File: src/rtl/deser_queue_param_if.sv
// rtl/deser_queue_param_if.sv - button/serial inputs and queue status bundle for deser_queue_param
interface deser_queue_param_if #(
   parameter int WIDTH = 8,
   parameter int DEPTH = 8
);
   logic                       data_in;
   logic                       write_in;
   logic                       enqueue_in;
   logic                       dequeue_in;
   logic                       status_out;
   logic [WIDTH-1:0]           data_out;
   logic [$clog2(DEPTH+1)-1:0] count_out;
   logic                       full_out;
   logic                       empty_out;
   logic                       ovf_err;
   logic                       udf_err;

   modport master (
      output data_in, write_in, enqueue_in, dequeue_in,
      input  status_out, data_out, count_out, full_out, empty_out, ovf_err, udf_err
   );

   modport slave (
      input  data_in, write_in, enqueue_in, dequeue_in,
      output status_out, data_out, count_out, full_out, empty_out, ovf_err, udf_err
   );
endinterface

File: src/rtl/deser_queue_param.sv
// rtl/deser_queue_param.sv - serial bit assembler feeding a parametrised circular FIFO
module deser_queue_param #(
   parameter int WIDTH     = 8,
   parameter int DEPTH     = 8,
   parameter int MSB_FIRST = 0
) (
   input logic               clock_1MHz,
   input logic               rst,
   deser_queue_param_if.slave bus
);
   localparam int CW = (WIDTH > 1) ? $clog2(WIDTH) : 1;
   localparam int PW = $clog2(DEPTH);
   localparam int NW = $clog2(DEPTH + 1);
   localparam logic [CW-1:0] LAST_BIT = CW'(WIDTH - 1);
   localparam logic [NW-1:0] FULL_CNT = NW'(DEPTH);

   typedef enum logic {ST_RX = 1'b0, ST_HOLD = 1'b1} state_t;

   // sync bit order: {dequeue, enqueue, write, data}
   logic [3:0] sync1, sync2;
   logic [2:0] prev;
   logic       din, wr_pulse, enq_pulse, deq_pulse;

   state_t           state_q, state_d;
   logic             do_enq, deq_ok, ovf_set;
   logic [CW-1:0]    bit_cnt, bit_idx;
   logic [WIDTH-1:0] shift_q, data_q;
   logic [PW-1:0]    rd_ptr, wr_ptr;
   logic [NW-1:0]    count;
   logic             full, empty, ovf_q, udf_q;
   logic [WIDTH-1:0] mem [DEPTH];

   always_ff @(posedge clock_1MHz) begin
      if (!rst) begin
         sync1 <= '0;
         sync2 <= '0;
         prev  <= '0;
      end else begin
         sync1 <= {bus.dequeue_in, bus.enqueue_in, bus.write_in, bus.data_in};
         sync2 <= sync1;
         prev  <= sync2[3:1];
      end
   end

   assign din       = sync2[0];
   assign wr_pulse  = sync2[1] & ~prev[0];
   assign enq_pulse = sync2[2] & ~prev[1];
   assign deq_pulse = sync2[3] & ~prev[2];

   assign full    = (count == FULL_CNT);
   assign empty   = (count == '0);
   assign deq_ok  = deq_pulse & ~empty;
   assign bit_idx = (MSB_FIRST != 0) ? (LAST_BIT - bit_cnt) : bit_cnt;

   always_ff @(posedge clock_1MHz) begin
      if (!rst) state_q <= ST_RX;
      else      state_q <= state_d;
   end

   // A same-cycle dequeue frees the slot, so a full FIFO still accepts the held word
   always_comb begin
      state_d = state_q;
      do_enq  = 1'b0;
      ovf_set = 1'b0;
      case (state_q)
         ST_RX: begin
            if (wr_pulse && bit_cnt == LAST_BIT) state_d = ST_HOLD;
         end
         ST_HOLD: begin
            if (enq_pulse) begin
               if (!full || deq_ok) begin
                  do_enq  = 1'b1;
                  state_d = ST_RX;
               end else begin
                  ovf_set = 1'b1;
               end
            end
         end
      endcase
   end

   always_ff @(posedge clock_1MHz) begin
      if (!rst) begin
         bit_cnt <= '0;
         shift_q <= '0;
         rd_ptr  <= '0;
         wr_ptr  <= '0;
         count   <= '0;
         data_q  <= '0;
         ovf_q   <= 1'b0;
         udf_q   <= 1'b0;
      end else begin
         if (state_q == ST_RX && wr_pulse) begin
            shift_q[bit_idx] <= din;
            bit_cnt          <= (bit_cnt == LAST_BIT) ? '0 : bit_cnt + CW'(1);
         end
         if (do_enq) begin
            shift_q <= '0;
            wr_ptr  <= wr_ptr + PW'(1);
         end
         if (deq_ok) begin
            data_q <= mem[rd_ptr];
            rd_ptr <= rd_ptr + PW'(1);
         end
         if (do_enq && !deq_ok)      count <= count + NW'(1);
         else if (!do_enq && deq_ok) count <= count - NW'(1);
         if (ovf_set)             ovf_q <= 1'b1;
         if (deq_pulse && empty)  udf_q <= 1'b1;
      end
   end

   // Storage is left uninitialised; only the pointers and count define validity
   always_ff @(posedge clock_1MHz) begin
      if (rst && do_enq) mem[wr_ptr] <= shift_q;
   end

   assign bus.status_out = (state_q == ST_RX);
   assign bus.data_out   = data_q;
   assign bus.count_out  = count;
   assign bus.full_out   = full;
   assign bus.empty_out  = empty;
   assign bus.ovf_err    = ovf_q;
   assign bus.udf_err    = udf_q;
endmodule

File: src/flat_wrapper.sv
// flat-port wrapper written by rule: the top's interface ports become plain ports
module deser_queue_param_flat 
#(
   parameter int WIDTH     = 8,
   parameter int DEPTH     = 8,
   parameter int MSB_FIRST = 0
)
  (clock_1MHz, rst, bus_data_in, bus_write_in, bus_enqueue_in, bus_dequeue_in, bus_status_out, bus_data_out, bus_count_out, bus_full_out, bus_empty_out, bus_ovf_err, bus_udf_err);
  deser_queue_param_if #(.WIDTH(WIDTH), .DEPTH(DEPTH)) bus_i ();
  input logic clock_1MHz;
  input logic rst;
  input wire logic [$bits(bus_i.data_in)-1:0] bus_data_in;
  input wire logic [$bits(bus_i.write_in)-1:0] bus_write_in;
  input wire logic [$bits(bus_i.enqueue_in)-1:0] bus_enqueue_in;
  input wire logic [$bits(bus_i.dequeue_in)-1:0] bus_dequeue_in;
  output wire logic [$bits(bus_i.status_out)-1:0] bus_status_out;
  output wire logic [$bits(bus_i.data_out)-1:0] bus_data_out;
  output wire logic [$bits(bus_i.count_out)-1:0] bus_count_out;
  output wire logic [$bits(bus_i.full_out)-1:0] bus_full_out;
  output wire logic [$bits(bus_i.empty_out)-1:0] bus_empty_out;
  output wire logic [$bits(bus_i.ovf_err)-1:0] bus_ovf_err;
  output wire logic [$bits(bus_i.udf_err)-1:0] bus_udf_err;
  assign bus_i.data_in = bus_data_in;
  assign bus_i.write_in = bus_write_in;
  assign bus_i.enqueue_in = bus_enqueue_in;
  assign bus_i.dequeue_in = bus_dequeue_in;
  assign bus_status_out = bus_i.status_out;
  assign bus_data_out = bus_i.data_out;
  assign bus_count_out = bus_i.count_out;
  assign bus_full_out = bus_i.full_out;
  assign bus_empty_out = bus_i.empty_out;
  assign bus_ovf_err = bus_i.ovf_err;
  assign bus_udf_err = bus_i.udf_err;
  deser_queue_param #(.WIDTH(WIDTH), .DEPTH(DEPTH), .MSB_FIRST(MSB_FIRST)) u_core (.clock_1MHz(clock_1MHz), .rst(rst), .bus(bus_i));
endmodule
File: config.mk
export PLATFORM = sky130hd
export DESIGN_NAME = deser_queue_param_flat
export DESIGN_NICKNAME = d
export VERILOG_FILES = /design/src/rtl/deser_queue_param_if.sv /design/src/rtl/deser_queue_param.sv /design/src/flat_wrapper.sv
export SDC_FILE = /design/constraint.sdc
export NUM_CORES = 1
export LEC_CHECK = 0
export ABC_AREA = 1
export BUFFER_PORTS_ARGS = -buffer_cell sky130_fd_sc_hd__buf_2
export CAP_MARGIN = 15
export CELL_PAD_IN_SITES_DETAIL_PLACEMENT = 1
export CELL_PAD_IN_SITES_GLOBAL_PLACEMENT = 1
export CORE_MARGIN = 1.5
export CORE_UTILIZATION = 24
export CTS_BUF_LIST = sky130_fd_sc_hd__clkbuf_4 sky130_fd_sc_hd__clkbuf_8
export CTS_CLUSTER_DIAMETER = 40
export DETAILED_ROUTE_END_ITERATION = 6
export HOLD_SLACK_MARGIN = 0.05
export MAX_ROUTING_LAYER = met4
export PLACE_DENSITY_LB_ADDON = 0.1
export SYNTH_ARGS = -nofsm -noshare
export SYNTH_HDL_FRONTEND = slang
export SYNTH_SLANG_ARGS = --single-unit
File: constraint.sdc
create_clock -name clock_1MHz -period 2.88 [get_ports clock_1MHz]
set_input_delay 0 -clock clock_1MHz [delete_from_list [all_inputs] [get_ports clock_1MHz]]
set_output_delay 0 -clock clock_1MHz [all_outputs]
set_load 0.05 [all_outputs]
* Word-level counts from Yosys, hierarchy flattened
Memory sizes are Yosys's and may differ from the RTL's. A register that Yosys moved wholly into a read port is not among the register bits.
Cells that the tools add are included.
** Storage, ports and cells
- Register bits :: 35
- Input port bits :: 6
- Memory bits (writable) :: 64
- Memories :: 1
- Output and inout bits :: 17
** Memory list
- u_core.mem :: words 8, width 8, read ports 1, clocked after memory_dff 1, write ports 1, RTL line deser_queue_param.sv:31 : logic [WIDTH-1:0] mem [DEPTH];
** Operators by class
- Add/sub/neg operators :: 5
- Equal/unequal tests :: 2
- Muxes and demuxes :: 17
- $lt $le $gt $ge :: 2
- Bitwise logic cells :: 10
- Reduce and logical (&&, ||, !) cells :: 15
** Operator list (number)
- $mux W1 :: 11
- $add A3 B1 Y3 const B :: 3
- $bwmux W8 :: 1
- $mux W4 :: 2
- $logic_and A1 B1 Y1 :: 7
- $not A1 Y1 :: 6
- $add A4 B1 Y4 const B :: 1
- $and A1 B1 Y1 :: 4
- $eq A4 B4 Y1 const B :: 1
- $logic_not A1 Y1 :: 4
- $logic_not A4 Y1 :: 1
- $lt A3 B4 Y1 const B :: 1
- $sub A4 B1 Y4 const B :: 1
- $demux W1 S3 :: 1
- $eq A3 B3 Y1 const B :: 1
- $ge A3 B1 Y1 const B :: 1
- $mux W3 :: 1
- $pmux W1 S2 :: 1
- $reduce_bool A2 Y1 :: 1
- $reduce_or A2 Y1 :: 1
- $logic_or A1 B1 Y1 :: 1

* Logic depth before layout (Yosys ltp)
Gate-level depths: netlist (run 1).
- Word-level depth :: 11
- Gate-level depth with buffers :: 15

* Worst setup path after synthesis (run 1)
Ideal clock, no wire load.
- Path type :: register -> register
- From :: reg u_core.count[0] (netlist: u_core.bus.count_out[0])
- To :: reg u_core.count[3] (netlist: u_core.bus.count_out[3])
- Path buffers :: 1
- Period minus slack after synthesis :: 2389 ps
- Setup slack :: 491 ps
- Cell stages (with the launch flop) :: 14
- Arrival :: 2319 ps
- Cells stage by stage :: dfxtp_1 -> nor2_2 -> nand3_2 -> nand2_4 -> buf_12 -> ha_1 -> inv_1 -> ha_1 -> or2_2 -> nand2_1 -> nand3_1 -> nand2_1 -> nand2_1 -> a21oi_1
** Between the ends
- Longest elaborated chain between the ends :: 10
- Elaborated cells on any way between the ends :: 18
- Those cells by class :: 2 x add/sub; 1 x eq/ne; 5 x mux; 2 x bitwise; 8 x reduce/logical
** RTL lines
- start, declared :: RTL line deser_queue_param.sv:29 : logic [NW-1:0] count;
- start signal, assigned :: RTL line deser_queue_param.sv:105 : if (do_enq && !deq_ok) count <= count + NW'(1);
- start signal, assigned :: RTL line deser_queue_param.sv:106 : else if (!do_enq && deq_ok) count <= count - NW'(1);
- $logic_not A4 Y1 :: RTL line deser_queue_param.sv:51 : assign empty = (count == '0);
- $not A1 Y1 :: RTL line deser_queue_param.sv:52 : assign deq_ok = deq_pulse & ~empty;
- $and A1 B1 Y1 :: RTL line deser_queue_param.sv:52
- $logic_or A1 B1 Y1 :: RTL line deser_queue_param.sv:71 : if (!full || deq_ok) begin
- $mux W1 :: RTL line deser_queue_param.sv:71
- $mux W1 :: RTL line deser_queue_param.sv:70 : if (enq_pulse) begin
- $mux W1 :: RTL line deser_queue_param.sv:65 : case (state_q)
- $logic_not A1 Y1 :: RTL line deser_queue_param.sv:106
- $logic_and A1 B1 Y1 :: RTL line deser_queue_param.sv:106
- $reduce_bool A2 Y1 (no line)
Parallel ways exist; a longest one is shown, timed or not. The select of a mux whose other input is x is not followed.
A chain may end at the register's enable or synchronous reset.

* Final worst setup path (run 1)
- From :: reg u_core.count[0] (netlist: u_core.bus.count_out[0])
- To :: reg u_core.count[3] (netlist: u_core.bus.count_out[3])
** Between the ends
- Longest elaborated chain between the ends :: 10
- Elaborated cells on any way between the ends :: 18
- Those cells by class :: 2 x add/sub; 1 x eq/ne; 5 x mux; 2 x bitwise; 8 x reduce/logical
** RTL lines
- $logic_not A4 Y1 :: RTL line deser_queue_param.sv:51
- $not A1 Y1 :: RTL line deser_queue_param.sv:52
- $and A1 B1 Y1 :: RTL line deser_queue_param.sv:52
- $logic_or A1 B1 Y1 * :: RTL line deser_queue_param.sv:71
- $mux W1 * :: RTL line deser_queue_param.sv:71
- $mux W1 * :: RTL line deser_queue_param.sv:70
- $mux W1 * :: RTL line deser_queue_param.sv:65
- named net u_core.do_enq :: RTL line deser_queue_param.sv:25 : logic do_enq, deq_ok, ovf_set;
- $logic_not A1 Y1 :: RTL line deser_queue_param.sv:106
- $logic_and A1 B1 Y1 :: RTL line deser_queue_param.sv:106
- $reduce_bool A2 Y1 (no line)
Mark *: on every way through the listed nets, which the timed path passes. The rest lies on a longest branch. The select of a mux whose other input is x is not followed.

==> qor.log, run 1 <==
[outcome] result of the run finished, final reports clean
[timing] count of pins over their slew limit 0
[timing] number of failing setup endpoints in the final timing report 0
[setup_path] cell with the most instances on the worst path sky130_fd_sc_hd__nand2_1
[setup_path] ordered cell list for the critical path nor2_2 -> nand4_2 -> nand2_4 -> inv_1 -> ha_1 -> inv_1 -> ha_1 -> or2_2 -> nand2_1 -> nand3_1 -> nand2_1 -> nand2_1 -> a21oi_1
[clock_tree] worst-skew pair later-pin latency 0.39 ns
[routing] via density per instance 4.04
[clock_tree] worst-case clock buffer depth 2
[setup_path] total number of cells along the worst setup path 13
[placement] gp weighted congestion 0.719
[final_layout] fraction of layout instances using a drive strength above 1 15.0%
[setup_path] cell family with the largest share of critical-path delay simple AND/OR/NAND/NOR gates
[logic_synthesis] sequential element share of the synthesized area 60.2%
[global_routing] via count of the first global-routing pass 3217
[global_routing] pin count of the biggest net entering global routing 35
[setup_path] path type of the worst setup path reg -> reg
[clock_tree] CTS tree built
[clock_tree] CTS Hold Bufs 9
[logic_synthesis] most area-consuming cells after synthesis sky130_fd_sc_hd__edfxtp_1 (42%), sky130_fd_sc_hd__dfxtp_1 (19%), sky130_fd_sc_hd__nand2_1 (10%), sky130_fd_sc_hd__inv_1 (7.1%), sky130_fd_sc_hd__nand3_1 (6.2%)
[global_routing] Global Route Usage Sum 12.9%
[power_and_ir_drop] internal power contribution 2.12 mW
[timing] time the final worst path needs with I/O delays and setup 2.27 ns
[setup_path] critical path startpoint category register
[placement] number of placed instances with taps included 768
[routing] initial DRC count 138
[setup_path] Worst Path Arrival 2.59 ns
[logic_synthesis] Synth area leader sky130_fd_sc_hd__edfxtp_1
[timing] remaining max-slew budget at the tightest pin 51.7%
[logic_synthesis] Yosys warning total 0
[job] # Max-Cap Violations 0
[final_layout] area added between synthesis and finish 15.0%
[global_routing] initial antenna violation count 0
[setup_path] Reg2Reg Capture Point u_core.bus.count_out[3]$_SDFFE_PN0P_
[die] x dimension of the die 142 µm
[die] number of placement rows 50
[setup_path] Bufs and invs on worst path 2
[timing] final hold violation count 0
[global_routing] total global routing overflow 0
[final_layout] highest-count cells in the layout ignoring fill and taps sky130_fd_sc_hd__nand2_1 (124), sky130_fd_sc_hd__inv_1 (87), sky130_fd_sc_hd__edfxtp_1 (64)
[clock_tree] number of buffers inserted to repair setup after CTS 0
[routing] final routed DRC violation total 0
[die] initial cell density of the core 24.6%
[setup_path] number of cells traversed by the worst register-to-register path 13
[setup_path] crit path from u_core.bus.count_out[0]$_SDFFE_PN0P_
[timing] clock skew 0.00848 ns
[power_and_ir_drop] share of total power in the clock network 38.1%
[setup_path] Critical path destination u_core.bus.count_out[3]$_SDFFE_PN0P_
[timing] post-route setup TNS 0 ns
[routing] iteration count of the initial detailed-routing pass 4
[power_and_ir_drop] power spent charging and discharging nets 0.587 mW
[timing] final worst path period share 78.7%
[routing] detailed-route via count 3204
[clock_tree] cell chosen for the clock root sky130_fd_sc_hd__clkbuf_8
[setup_path] required time of the worst setup path 3.21 ns
[power_and_ir_drop] total leakage power 2.28 nW
[setup_path] maximum fanout along the worst path 6
[logic_synthesis] Synth cell types 31
[clock_tree] number of clock buffers inserted by TritonCTS 9
[power_and_ir_drop] highest ir drop seen on vdd 0.181 mV
[setup_path] Setup crit end kind register
[logic_synthesis] synthesized netlist net count 505
[clock_tree] CTS resizes 0
[power_and_ir_drop] Cell Pwr Density 509 nW/µm²
[logic_synthesis] cells after synthesis 491
[global_routing] wire length of the first global-routing pass 18.5 mm
[die] I/O Pins 23
[placement] input/output buffers 22
[die] full die area 20100 µm²
[logic_synthesis] FF+latch count, synth 107
[clock_tree] clock input transition at the sequential cells of the worst setup and hold paths 0.10 ns
[logic_synthesis] proportion of netlist area held by the largest area contributor 41.5%
[routing] final routed wirelength across all metal layers 11.5 mm
[die] area of the placeable core 18800 µm²
[placement] HPWL Detailed 7.58 mm
[timing] peak clock frequency supported by timing 441 MHz
[setup_path] crit-path max cell delay 0.39 ns
[min_path] origin of the worst min-delay path u_core.sync1[2]$_SDFF_PN0_
[routing] drt wl/cell 14.4 µm
[final_layout] leading cell type in the layout, fill and taps excluded sky130_fd_sc_hd__nand2_1
[logic_synthesis] post-synth design cell area 4630 µm²
[logic_synthesis] mean instance size in the synthesized netlist 9.42 µm²
[clock_tree] # H-tree levels 3
[die] height of the die 142 µm
[final_layout] final antenna diode count 0
[timing] worst slew pin tran 0.722 ns
[setup_path] standard cell with the maximum stage delay on the critical path sky130_fd_sc_hd__dfxtp_1
[routing] count of antenna-violating nets left after detailed routing 0
[power_and_ir_drop] Seq pwr share 59.8%
[power_and_ir_drop] combinational share of power 2.1%
[min_path] path class of the lowest-slack min-delay path reg -> reg
[power_and_ir_drop] switching share of power 21.7%
[setup_path] r2r setup slk 0.61 ns
[timing] setup repair after global routing missed its margin false
[clock_tree] Clock Sinks 107
[final_layout] Total Nets Final 542
[final_layout] Finished Layout Cells 793
[setup_path] reg-to-reg critical path startpoint u_core.bus.count_out[0]$_SDFFE_PN0P_
[timing] Worst Hold Margin 0.425 ns
## worst min-delay path: stages (launching register included)
cell                      delay [ns]
sky130_fd_sc_hd__dfxtp_1        0.31
sky130_fd_sc_hd__nand2_1        0.05
sky130_fd_sc_hd__inv_1          0.03
## worst min path at each step
stage | end | slack [ns] | depth (start not counted)
after detailed placement | u_core.sync1[2]$_SDFF_PN0_ | 0.19 | 3
after CTS | u_core.sync2[2]$_SDFF_PN0_ | 0.42 | 2
after floorplan | u_core.sync1[0]$_SDFF_PN0_ | 0.1 | 2
final | u_core.sync2[2]$_SDFF_PN0_ | 0.42 | 2
after global placement | u_core.sync1[1]$_SDFF_PN0_ | 0.18 | 3
after global routing | u_core.sync2[3]$_SDFF_PN0_ | 0.44 | 2
## cell usage after synthesis, drive strengths merged
library cell	n
clkbuf	2
nand2	135
ha	7
nand4	1
or2	1
nand3	58
a211oi	1
a21oi	23
xor2	3
clkinv	1
o21ai	16
buf	13
inv	93
nor3	2
fa	1
dfxtp	43
nor2	26
edfxtp	64
nor4	1
## final cells by class
type                       count  area [µm²]
clock buffer                   9         124
sequential                   107        2780
timing repair buffer          41         275
inverter                      94         357
clock inverter                 7        92.6
tap                          260         325
fill                        2204       13500
multi-input combinational    275        1360
## layer usage
| metal | GRT usage [%] | routed length (µm) |
|---|---|---|
| met1 | 17.0 | 5790 |
| met2 | 19.6 | 5190 |
| met3 | 2.23 | 258 |
| met4 | 5.53 | 208 |
| met5 | - | 0 |
## metrics by stage
stage               area, µm²  utilization, %  power, mW  worst slack [ns]
global placement         5010            26.6       1.70             0.642
global route             5320            28.3       2.82             0.379
floorplan                4630               -       1.69             0.491
CTS                      5320            28.3       2.77             0.567
finish                   5320            28.3       2.71             0.615
detailed placement       5010            26.6       1.70             0.596
## power groups by stage
stage | clock [mW] | sequential (mW) | combinational [mW]
3_3_place_gp | 0 | 1.65 | 0.0485
4_1_cts | 1.09 | 1.62 | 0.0584
2_1_floorplan | 0 | 1.65 | 0.0308
3_5_place_dp | 0 | 1.65 | 0.0490
5_1_grt | 1.14 | 1.62 | 0.0646
6_report | 1.03 | 1.62 | 0.0571
## state kept, by name, summed over array words and instances, names as in the netlist
name,count
u_core.mem,64
u_core.bus.data_out,8
u_core.shift_q,8
u_core.bus.count_out,4
u_core.sync1,4
u_core.sync2,4
u_core.bit_cnt,3
u_core.prev,3
u_core.rd_ptr,3
u_core.wr_ptr,3
u_core.bus.ovf_err,1
u_core.bus.udf_err,1
u_core.state_q,1
## kinds of logic after synthesis
logic type | share of synthesized area [%]
AND/OR/NAND/NOR | 21.7
buffers and inverters | 10.4
flip-flops | 60.2
AO/OA/AOI/OAI | 4.87
adder cells (fa/ha/maj) | 2.33
XOR/XNOR | 0.568
(Power assumes the default switching activity.)
==> run 2: changes to the inputs <==
Clock period 2.88 ns to 2.3 ns, I/O delays scaled along.
==> run 2 against run 1 <==
Effect of this change:
- worst hold slack got worse by 0.088 ns
- core utilization rose by 0.18 points
- flip-flop and latch count did not move
- combinational power rose by 22%
- clock power rose by 22%
- critical path type unchanged
- first-iteration DRC count fell by 55%
- register-to-register slack got worse by 0.40 ns
==> qor.log, run 2 (synthesized netlist as in run 1, its figures left out) <==
[routing] detailed-routing wirelength on met1 5.48 mm [was 5.79 mm]
[outcome] result of the run finished, final reports clean [unchanged]
[timing] count of pins over their slew limit 0 [unchanged]
[clock_tree] cell chosen for the clock root sky130_fd_sc_hd__clkbuf_8 [unchanged]
[global_routing] initial antenna violation count 0 [unchanged]
[die] height of the die 142 µm [unchanged]
[setup_path] critical path startpoint category register [unchanged]
[die] full die area 20100 µm² [unchanged]
[routing] iteration count of the initial detailed-routing pass 4 [unchanged]
[routing] via density per instance 4.03 [was 4.04]
[timing] post-route setup TNS 0 ns [unchanged]
[global_routing] Global Route Usage Sum 12.7% [was 12.9%]
[routing] met3 routed WL 295 µm [was 258 µm]
[final_layout] final antenna diode count 0 [unchanged]
[power_and_ir_drop] Cell Pwr Density 627 nW/µm² [was 509 nW/µm²]
[timing] worst slew pin tran 0.465 ns [was 0.722 ns]
[clock_tree] number of clock buffers inserted by TritonCTS 9 [unchanged]
[final_layout] area added between synthesis and finish 15.7% [was 15.0%]
[job] # Max-Cap Violations 0 [unchanged]
[min_path] path class of the lowest-slack min-delay path in -> reg [was reg -> reg]
[final_layout] multi-input gate area in the final layout 1380 µm² [was 1360 µm²]
[placement] HPWL Detailed 7.59 mm [was 7.58 mm]
[setup_path] ordered cell list for the critical path nor2_4 -> nand4_4 -> nand2_4 -> inv_1 -> ha_1 -> inv_2 -> ha_1 -> or2_2 -> nand2_1 -> nand3_1 -> nand2_1 -> nand2_1 -> a21oi_1 [was nor2_2 -> nand4_2 -> nand2_4 -> inv_1 -> ha_1 -> inv_1 -> ha_1 -> or2_2 -> nand2_1 -> nand3_1 -> nand2_1 -> nand2_1 -> a21oi_1]
[timing] final hold violation count 0 [unchanged]
[power_and_ir_drop] overall power after layout 3.36 mW [was 2.71 mW]
[final_layout] filler cell count in the final layout 2186 [was 2204]
[timing] clock skew 0.0126 ns [was 0.00848 ns]
[setup_path] Setup crit end kind register [unchanged]
[routing] final routed wirelength across all metal layers 11.2 mm [was 11.5 mm]
[timing] remaining max-slew budget at the tightest pin 68.9% [was 51.7%]
[die] x dimension of the die 142 µm [unchanged]
[die] initial cell density of the core 24.6% [unchanged]
[clock_tree] # H-tree levels 3 [unchanged]
[final_layout] highest-count cells in the layout ignoring fill and taps sky130_fd_sc_hd__nand2_1 (124), sky130_fd_sc_hd__inv_1 (86), sky130_fd_sc_hd__edfxtp_1 (64) [was sky130_fd_sc_hd__nand2_1 (124), sky130_fd_sc_hd__inv_1 (87), sky130_fd_sc_hd__edfxtp_1 (64)]
[routing] initial DRC count 62 [was 138]
[clock_tree] CTS tree built [unchanged]
[final_layout] leading cell type in the layout, fill and taps excluded sky130_fd_sc_hd__nand2_1 [unchanged]
[power_and_ir_drop] total leakage power 2.29 nW [was 2.28 nW]
[routing] count of antenna-violating nets left after detailed routing 0 [unchanged]
[routing] routed wire length on met2 5.31 mm [was 5.19 mm]
[setup_path] Bufs and invs on worst path 2 [unchanged]
[setup_path] cell with the most instances on the worst path sky130_fd_sc_hd__nand2_1 [unchanged]
[final_layout] sequential cell area 2790 µm² [was 2780 µm²]
[die] number of placement rows 50 [unchanged]
[final_layout] fraction of layout instances using a drive strength above 1 16.4% [was 15.0%]
[die] I/O Pins 23 [unchanged]
[setup_path] maximum fanout along the worst path 6 [unchanged]
[setup_path] required time of the worst setup path 2.61 ns [was 3.21 ns]
[power_and_ir_drop] highest ir drop seen on vdd 0.232 mV [was 0.181 mV]
[setup_path] cell family with the largest share of critical-path delay simple AND/OR/NAND/NOR gates [unchanged]
[final_layout] Total Nets Final 545 [was 542]
[timing] final worst path period share 90.6% [was 78.7%]
[global_routing] via count of the first global-routing pass 3448 [was 3217]
[final_layout] max FFs per register 64 [unchanged]
[clock_tree] worst-skew pair later-pin latency 0.38 ns [was 0.39 ns]
[die] area of the placeable core 18800 µm² [unchanged]
[routing] drt wl/cell 14.1 µm [was 14.4 µm]
[routing] detailed-route via count 3210 [was 3204]
[placement] gp weighted congestion 0.708 [was 0.719]
[timing] time the final worst path needs with I/O delays and setup 2.08 ns [was 2.27 ns]
[setup_path] crit-path max cell delay 0.39 ns [about the same]
[clock_tree] clock input transition at the sequential cells of the worst setup and hold paths 0.10 ns [about the same]
[global_routing] wire length of the first global-routing pass 18.5 mm [about the same]
[setup_path] standard cell with the maximum stage delay on the critical path sky130_fd_sc_hd__dfxtp_4 [was sky130_fd_sc_hd__dfxtp_1]
[final_layout] finished layout cell area 5350 µm² [was 5320 µm²]
[setup_path] Worst Path Arrival 2.39 ns [was 2.59 ns]
[clock_tree] worst-case clock buffer depth 2 [unchanged]
[placement] input/output buffers 22 [unchanged]
[global_routing] total global routing overflow 0 [unchanged]
[routing] final routed DRC violation total 0 [unchanged]
[clock_tree] number of buffers inserted to repair setup after CTS 0 [unchanged]
[timing] number of failing setup endpoints in the final timing report 0 [unchanged]
[global_routing] pin count of the biggest net entering global routing 35 [unchanged]
[setup_path] path type of the worst setup path reg -> reg [unchanged]
[placement] instance area after placement 5060 µm² [was 5010 µm²]
[routing] Top Metal Used met4 [unchanged]
[timing] peak clock frequency supported by timing 480 MHz [was 441 MHz]
[clock_tree] Clock Sinks 107 [unchanged]
[final_layout] register with the highest flop count u_core.mem [unchanged]
==> run 2: cell types whose count changed in the layout (fill, tap and decap cells not counted), moves of 2 or more <==
cell                            delta
sky130_fd_sc_hd__buf_4             +5
sky130_fd_sc_hd__dfxtp_1           -4
sky130_fd_sc_hd__clkinvlp_4        -2
sky130_fd_sc_hd__clkinv_1          +2
sky130_fd_sc_hd__dfxtp_2           +3
sky130_fd_sc_hd__dlygate4sd3_1     -2
==> run 2: per-layer routing <==
metal  global-route usage [%]  up-vias
li1                         -     1626
met1                     15.7     1553
met2                     20.5       22
met3                     3.34        9
met4                     3.42        0
met5                        -        -
==> run 2: timing repair <==
item	in CTS	in global routing
gates resized for setup	0	4
hold endpoints to repair	8	0
setup endpoints to repair	0	1
hold buffers	7	0
==> run 2: report_power, final <==
part	total [mW]	switching [mW]	internal [mW]
clock network	1.26	0.643	0.617
logic	0.0694	0.0445	0.0249
registers	2.03	0.00905	2.02
total	3.36	0.697	2.66
==> run 2: layout make-up <==
class / instances / area share [%]
flip-flops and latches: 107 / 52.1
inverters: 94 / 6.66
clock buffers: 10 / 2.45
multi-input cells: 275 / 25.7
clock inverters: 6 / 1.50
repair buffers: 44 / 5.47
well taps: 260 / 6.08
==> run 2: path summary, 6_finish.rpt <==
| path | depth (start not counted) | slack, ns | endpoint | startpoint |
|---|---|---|---|---|
| setup / recovery | 13 | 0.22 | u_core.bus.count_out[3]$_SDFFE_PN0P_ | u_core.bus.count_out[0]$_SDFFE_PN0P_ |
| hold / removal | 4 | 0.34 | u_core.sync1[2]$_SDFF_PN0_ | bus_enqueue_in |
| setup reg to reg | 13 | 0.22 | u_core.bus.count_out[3]$_SDFFE_PN0P_ | u_core.bus.count_out[0]$_SDFFE_PN0P_ |
| hold reg to reg | 2 | 0.43 | u_core.sync2[1]$_SDFF_PN0_ | u_core.sync1[1]$_SDFF_PN0_ |
==> run 2: tightest hold or removal path, cell delays in order <==
cell                            delay (ns)
sky130_fd_sc_hd__dlygate4sd3_1        0.52
sky130_fd_sc_hd__buf_2                0.09
sky130_fd_sc_hd__nand2_1              0.04
sky130_fd_sc_hd__inv_1                0.05
==> run 2: metrics by stage <==
stage / cells / hold WS [ns] / setup slack, ns / util (%)
3_3_place_gp: 773 / 0.180 / 0.182 / 26.9
3_5_place_dp: 773 / 0.188 / 0.104 / 26.9
6_report: 796 / 0.337 / 0.217 / 28.4
4_1_cts: 796 / 0.317 / 0.0755 / 28.3
5_1_grt: 796 / 0.337 / -0.00304 / 28.4
2_1_floorplan: 491 / 0.0976 / 0.129 / -
